===== config.mk =====
export PLATFORM = sky130hd
export DESIGN_NAME = plab1_imul_accum
export DESIGN_NICKNAME = d
export VERILOG_FILES = /design/src/rtl/plab1_imul_accum.sv
export SDC_FILE = /design/constraint.sdc
export NUM_CORES = 1
export LEC_CHECK = 0
export ABC_AREA = 1
export ABC_CLOCK_PERIOD_IN_PS = 4700
export BUFFER_PORTS_ARGS = -buffer_cell sky130_fd_sc_hd__buf_2
export CELL_PAD_IN_SITES_DETAIL_PLACEMENT = 1
export CELL_PAD_IN_SITES_GLOBAL_PLACEMENT = 1
export CORE_MARGIN = 2
export CORE_UTILIZATION = 43
export CTS_CLUSTER_DIAMETER = 60
export DETAILED_ROUTE_END_ITERATION = 8
export PLACE_DENSITY_LB_ADDON = 0.2
export SYNTH_ARGS = -nofsm -noshare
export SYNTH_HDL_FRONTEND = slang
export SYNTH_SLANG_ARGS = --single-unit

===== constraint.sdc =====
create_clock -name clk -period 4.7 [get_ports clk]
set_input_delay 0.47 -clock clk [delete_from_list [all_inputs] [get_ports clk]]
set_output_delay 0.47 -clock clk [all_outputs]
set_load 0.01 [all_outputs]

===== src/rtl/plab1_imul_accum.sv =====
// -----------------------------------------------------------------------------
// plab1_imul_accum
//
// Dot-product reduction stage that sits behind the integer multiplier. It adds
// up each group of consecutive 32-bit products (modulo 2^NBITS) and emits one
// sum per group over a val/rdy interface.
//
// Ports:
//   clk      - clock, all state changes on the rising edge
//   reset    - asynchronous, active-high reset
//   len      - products per group, sampled with a group's first product
//              (a value of 0 is treated as 1)
//   in_msg   - product from the multiplier
//   in_val   - in_msg is valid
//   in_rdy   - block accepts a product this cycle
//   out_msg  - accumulated group sum
//   out_val  - out_msg is valid
//   out_rdy  - downstream accepts out_msg
// -----------------------------------------------------------------------------
module plab1_imul_accum #(
    parameter int NBITS = 32,
    parameter int LBITS = 8
) (
    input  logic             clk,
    input  logic             reset,
    input  logic [LBITS-1:0] len,
    input  logic [NBITS-1:0] in_msg,
    input  logic             in_val,
    output logic             in_rdy,
    output logic [NBITS-1:0] out_msg,
    output logic             out_val,
    input  logic             out_rdy
);

    typedef enum logic {
        ST_ACC = 1'b0,
        ST_OUT = 1'b1
    } state_e;

    state_e             state_q,   state_d;
    logic [LBITS:0]     count_q,   count_d;
    logic [NBITS-1:0]   acc_q,     acc_d;
    logic [LBITS-1:0]   len_q,     len_d;
    logic               in_rdy_q,  in_rdy_d;
    logic               out_val_q, out_val_d;

    logic [LBITS-1:0]   len_eff_s;
    logic [LBITS-1:0]   group_len_s;
    logic [LBITS:0]     count_inc_s;
    logic               last_s;

    // Effective group length: the live len input is only meaningful for the
    // first product of a group; afterwards the captured len_q governs.
    always_comb begin
        len_eff_s   = (len == {LBITS{1'b0}}) ? {{(LBITS-1){1'b0}}, 1'b1} : len;
        group_len_s = (count_q == {(LBITS+1){1'b0}}) ? len_eff_s : len_q;
        count_inc_s = count_q + {{LBITS{1'b0}}, 1'b1};
        last_s      = (count_inc_s == {1'b0, group_len_s});
    end

    // Next-state logic for the accept/hold FSM and its datapath.
    always_comb begin
        state_d   = state_q;
        count_d   = count_q;
        acc_d     = acc_q;
        len_d     = len_q;
        in_rdy_d  = in_rdy_q;
        out_val_d = out_val_q;
        case (state_q)
            ST_ACC: begin
                if (in_val) begin
                    if (count_q == {(LBITS+1){1'b0}}) begin
                        len_d = len_eff_s;
                        acc_d = in_msg;
                    end else begin
                        acc_d = acc_q + in_msg;
                    end
                    if (last_s) begin
                        // Group complete: present the sum next cycle and stop
                        // accepting (no bypass while a result is pending).
                        state_d   = ST_OUT;
                        count_d   = {(LBITS+1){1'b0}};
                        in_rdy_d  = 1'b0;
                        out_val_d = 1'b1;
                    end else begin
                        count_d = count_inc_s;
                    end
                end else begin
                    state_d = ST_ACC;
                end
            end
            ST_OUT: begin
                if (out_rdy) begin
                    // acc is left as-is; the next group's first product
                    // overwrites it.
                    state_d   = ST_ACC;
                    in_rdy_d  = 1'b1;
                    out_val_d = 1'b0;
                end else begin
                    state_d = ST_OUT;
                end
            end
            default: begin
                state_d   = ST_ACC;
                count_d   = {(LBITS+1){1'b0}};
                in_rdy_d  = 1'b1;
                out_val_d = 1'b0;
            end
        endcase
    end

    // State and datapath registers; reset drops any partial or pending sum.
    always_ff @(posedge clk or posedge reset) begin
        if (reset) begin
            state_q   <= ST_ACC;
            count_q   <= {(LBITS+1){1'b0}};
            acc_q     <= {NBITS{1'b0}};
            len_q     <= {LBITS{1'b0}};
            in_rdy_q  <= 1'b1;
            out_val_q <= 1'b0;
        end else begin
            state_q   <= state_d;
            count_q   <= count_d;
            acc_q     <= acc_d;
            len_q     <= len_d;
            in_rdy_q  <= in_rdy_d;
            out_val_q <= out_val_d;
        end
    end

    assign in_rdy  = in_rdy_q;
    assign out_val = out_val_q;
    assign out_msg = acc_q;

endmodule


# ---- Word level (Yosys, flattened, before mapping)
# Index checks and enable logic that the tools add are counted.
dict set report classes {
  n_addsub 2
  n_eq_ne 4
  muxes 16
  bitwise 1
  reduce_logical 4
}
# op count
set ops {}
lappend ops {{$add A32 B32 Y32} 1}
lappend ops {{$mux W32} 1}
lappend ops {{$mux W8} 2}
lappend ops {{$add A9 B1 Y9 const B} 1}
lappend ops {{$eq A9 B8 Y1} 1}
lappend ops {{$logic_not A9 Y1} 1}
lappend ops {{$mux W1} 9}
lappend ops {{$mux W9} 1}
lappend ops {{$logic_not A8 Y1} 1}
lappend ops {{$ne A2 B2 Y1 const B} 3}
lappend ops {{$pmux W1 S2} 3}
lappend ops {{$reduce_and A3 Y1} 1}
lappend ops {{$reduce_and A2 Y1} 1}
lappend ops {{$not A1 Y1} 1}
dict set report word_totals {
  regBits 52
  input_bits 44
  out_inout_bits 34
}

# ---- Depth between registers and ports, before layout
dict set report logic_depth {
  word_depth 7
  mapped_depth 15
  ltp_nobuf 15
}

# ---- Worst setup path before layout
# OpenSTA, ideal clock, no wires.
dict set report synth_timing {
  path_type {input to register}
  from {in in_msg[0]}
  to {reg acc_q[30], in the netlist out_msg[30]}
  setup_time_ns 0.117
  arrival_ns 1.874
  t_required_ns 4.583
  slack_ns 2.709
  path_stages 14
  n_path_buf 0
  path_cell_list {ha_1 > fa_1 > nand3_1 > nand2_1 > nand3_1 > nand2_1 > nand2_1 > nand2_1 > nand2_1 > nand2_1 > nand2_1 > nand3_1 > nand2_1 > nand2_1}
}
dict set report synth_via {
  elab_chain_len 2
}
# element line_no
set synth_rtl {}
lappend synth_rtl {{start: declaration} 27} ;# input logic [NBITS-1:0] in_msg,
lappend synth_rtl {{$add A32 B32 Y32} 76} ;# acc_d = acc_q + in_msg;
lappend synth_rtl {{$mux W32} 72} ;# if (count_q == {(LBITS+1){1'b0}}) begin
lappend synth_rtl {{end signal: assignment} 117} ;# acc_q <= {NBITS{1'b0}};
lappend synth_rtl {{end: declaration} 42} ;# logic [NBITS-1:0] acc_q, acc_d;
# Every way passes these cells.
# A chain may end at the register's enable or synchronous reset.

# ---- Worst setup path in the final report
dict set report layout_timing {
  from {reg count_q[0]}
  to {reg state_q}
}
dict set report layout_via {
  elab_chain_len 6
  word_cells_on_any_way 7
  cone_classes {add/sub: 1; eq/ne: 1; mux: 4; reduce/logical: 1}
}
# element line_no
set layout_rtl {}
lappend layout_rtl {{start: declaration} 41} ;# logic [LBITS:0] count_q, count_d;
lappend layout_rtl {{start signal: assignment} 116} ;# count_q <= {(LBITS+1){1'b0}};
lappend layout_rtl {{start signal: assignment} 123} ;# count_q <= count_d;
lappend layout_rtl {{parallel branches: the longest is 2 deep, another holds $add A9 B1 Y9} n/a}
lappend layout_rtl {{$eq A9 B8 Y1 *} 58} ;# last_s = (count_inc_s == {1'b0, group_len_s});
lappend layout_rtl {{$mux W1 *} 78} ;# if (last_s) begin
lappend layout_rtl {{$mux W1 *} 71} ;# if (in_val) begin
lappend layout_rtl {{$pmux W1 S2 *} 69} ;# case (state_q)
lappend layout_rtl {{via state_d} 40} ;# state_e state_q, state_d;
lappend layout_rtl {{end signal: assignment} 122} ;# state_q <= state_d;
lappend layout_rtl {{end: declaration} 40}
# Mark *: on every way through the listed nets, which the timed path passes.

==> impl_metrics.csv <==
group,metric,value,unit
power,vdd_ir_drop_max,0.000270,V
sta,max_slew_margin,0.265,
cells_and_area,antenna-diode-count,0,
worst_setup_path,worst_setup_path_end_kind,"flip-flop",
synthesis,synth.avg_cell_area,6.06,sq um
clock_network,postCtsHoldBufs,0,
synthesis,synthArstFlopShare,1.00,
cells_and_area,utilization,0.495,
route,routed_via_density,5.35,
cells_and_area,final_cells,1021,
clock_network,numCtsBuffers,5,
synthesis,syn-num-nets,889,
placed_design,numPortBuffers,77,
synthesis,synth_top_area_frac,0.260,
sta,tns,0,ps
clock_network,cts_buffer_depth,2,
sta,fmax,321,MHz
floorplanning,die_w,111,um
global_routing,grt_usage,0.264,
synthesis,yosys-top-cells-area,"dfrtp_1, nand2_1, ha_1",
floorplanning,ios,78,
placed_design,dpl.hpwl,12.3,mm
synthesis,synth_flop_cell,"dfrtp_1",
route,vias,5463,
floorplanning,rows,39,
worst_setup_path,worstSetupStartpoint,"count_q[0]",
clock_network,h-tree-depth,2,
worst_setup_path,rrSetupSlack,1590,ps
clock_network,cts_setup_buffers,0,
power,power_density,738,mW/mm^2
sta,clock_skew,8.98,ps
synthesis,synth_edf_count,0,
synthesis,syn-cell-area,0.00491,sq mm
placed_design,place.gp.congestion,0.887,
floorplanning,die_y,111,um
power,p_leak,3.16,nW
worst_setup_path,required,4870,ps
cells_and_area,drive_above_1_share,0.120,
sta,worstMarginPinSlew,1100,ps
floorplanning,core_area,0.0113,sq mm
cells_and_area,nets,955,
floorplanning,start_util,0.436,
clock_network,clock_latency,310,ps
worst_setup_path,cp.arrival,3280,ps
worst_setup_path,r2r_start,"count_q[0]",
sta,hold_viol_final,0,
worst_setup_path,start_kind,"flip-flop",
floorplanning,die_area,0.0123,sq mm
clock_network,root_buffer,"clkbuf_16",
global_routing,gr-total-overflow,0,
synthesis,syn_inst,811,
synthesis,synth_most_common_cell,"nand2_1",
route,wl,16.0,mm
synthesis,synth_seq_area_share,0.265,
worst_setup_path,max_stage_delay,520,ps
synthesis,yosys_warnings,0,
sta,slew_violations,0,
synthesis,synth_top_area_cell,"dfrtp_1",
clock_network,clock_sinks,52,
status,status,"finished clean",
route,detail_route.first_pass.iterations,4,
global_routing,grt_pass1_vias,5721,
worst_setup_path,critPathMaxFanout,62,
sta,setup_viol,0,
min_path,hold_path_class,"in2async",
cells_and_area,area_growth,13.5,%
run,maxCapViolCount,0,
placed_design,dpl.cell_count,1013,
global_routing,antenna_found_initial,0,
sta,fin_crit,3110,ps
route,route.detailed.drc,0,
sta,period_share,0.662,
synthesis,ys_ff_latch,52,
synthesis,ys_types,33,
worst_setup_path,rr_worst_depth,13,
worst_setup_path,crit_chain,"inv_1, ha_1, nand2_1, nor2_2, nand2_4, inv_2, nand3_1, nand3_1, nand2_1, inv_1, nor2_4, nand3_2, o21ai_0",
route,detail_route.wl_per_cell,15.7,um
worst_setup_path,timing.rr.end,"state_q",
global_routing,grt_start_max_net_pins,66,
global_routing,grt_pass1_wl,27.0,mm
worst_setup_path,cp-endpoint,"state_q",
sta,rsz0062_at_grt,"false",
clock_network,path_clk_slew,70,ps
worst_setup_path,cp_slowest_cell,"inv_2",
clock_network,cts_tree,"done",
route,drtIter0Drc,317,
clock_network,cts_resized,0,
route,detail-route-antenna-nets,0,
synthesis,synth.top_cells.by_count,"nand2_1, nor2_1, inv_1",
worst_setup_path,path_class,"reg2reg",
[placed cells by master, fill, tap and decap left out, drive strengths merged]
cell,netlist,routed
xnor2,5,5
bufinv,0,2
nor2,103,103
a21boi,2,2
inv,97,97
nand3,66,66
buf,8,79
ha,33,33
a21oi,52,52
nand3b,7,7
dfstp,1,1
a31oi,1,1
nand2,286,286
dfrtp,51,51
clkbuf,12,6
a21o,1,1
o21ai,56,56
nor3,7,7
xor2,9,9
o211ai,1,1
o21bai,2,2
o21a,2,2
and3,1,1
fa,1,1
nand4,7,7
[cells by family (layout without fill, tap and decap cells)]
logic type | Yosys count | count (layout) | synth area share
AOI/OAI and AO/OA | 117 | 117 | 0.124
xor gates and xnor gates | 14 | 14 | 0.0250
and+or+nand+nor | 477 | 477 | 0.403
buffers and inverters | 117 | 184 | 0.0957
adders and majority gates | 34 | 34 | 0.0881
DFF | 52 | 52 | 0.265
[final cells by class]
cell class / count / area (sq um)
clock inverters: 2 / 60.1
flip-flops and latches: 52 / 1300
clock buffers: 6 / 129
well taps: 143 / 179
repair buffers: 79 / 400
inverters: 97 / 364
fillers: 1583 / 5690
multi-input cells: 642 / 3140
[metrics by stage]
step	instance area (sq um)	hold slack [ps]	power [mW]	setup slack [ps]
floorplan	4910	453	2.84	2710
global placement	5390	451	3.46	1810
detailed placement	5390	470	3.60	1670
CTS	5580	383	4.13	1620
global route	5580	424	4.53	1340
finish	5580	353	4.12	1590
[power by group]
group          total [mW]  switching (mW)  leakage, nW  internal [mW]
Combinational        2.77            1.83         2.43          0.937
Clock               0.494           0.188       0.0911          0.306
Sequential          0.856           0.190        0.640          0.666
Total                4.12            2.21         3.16           1.91
[metal layers]
layer / wire, um / up-vias / part of all wire / global-route usage
met2: 8180 / 80 / 0.51 / 0.486
met4: 261 / 0 / 0.016 / 0.0700
li1: - / 2718 / - / -
met5: 0 / - / 0 / 0
met3: 461 / 16 / 0.029 / 0.0339
met1: 7150 / 2649 / 0.45 / 0.325
[flip-flops by register name, indices dropped and copies added, names as in the netlist]
name / count
count_q: 9
len_q: 8
out_val: 1
out_msg: 32
in_rdy: 1
state_q: 1
[critical path: cells and delay by family (launching register included)]
family,cells,cell delay (ps)
buffers and inverters,3,730
and+or+nand+nor,8,1450
DFF,1,460
AOI/OAI and AO/OA,1,130
adders and majority gates,1,150
[worst min path at each step]
stage | endpoint | slack, ps
finish | out_msg[18] | 350
global placement | in_rdy | 450
floorplan | len_q[1] | 450
detailed placement | in_rdy | 470
global route | out_msg[18] | 420
CTS | out_msg[18] | 380
(Power assumes the default switching activity.)
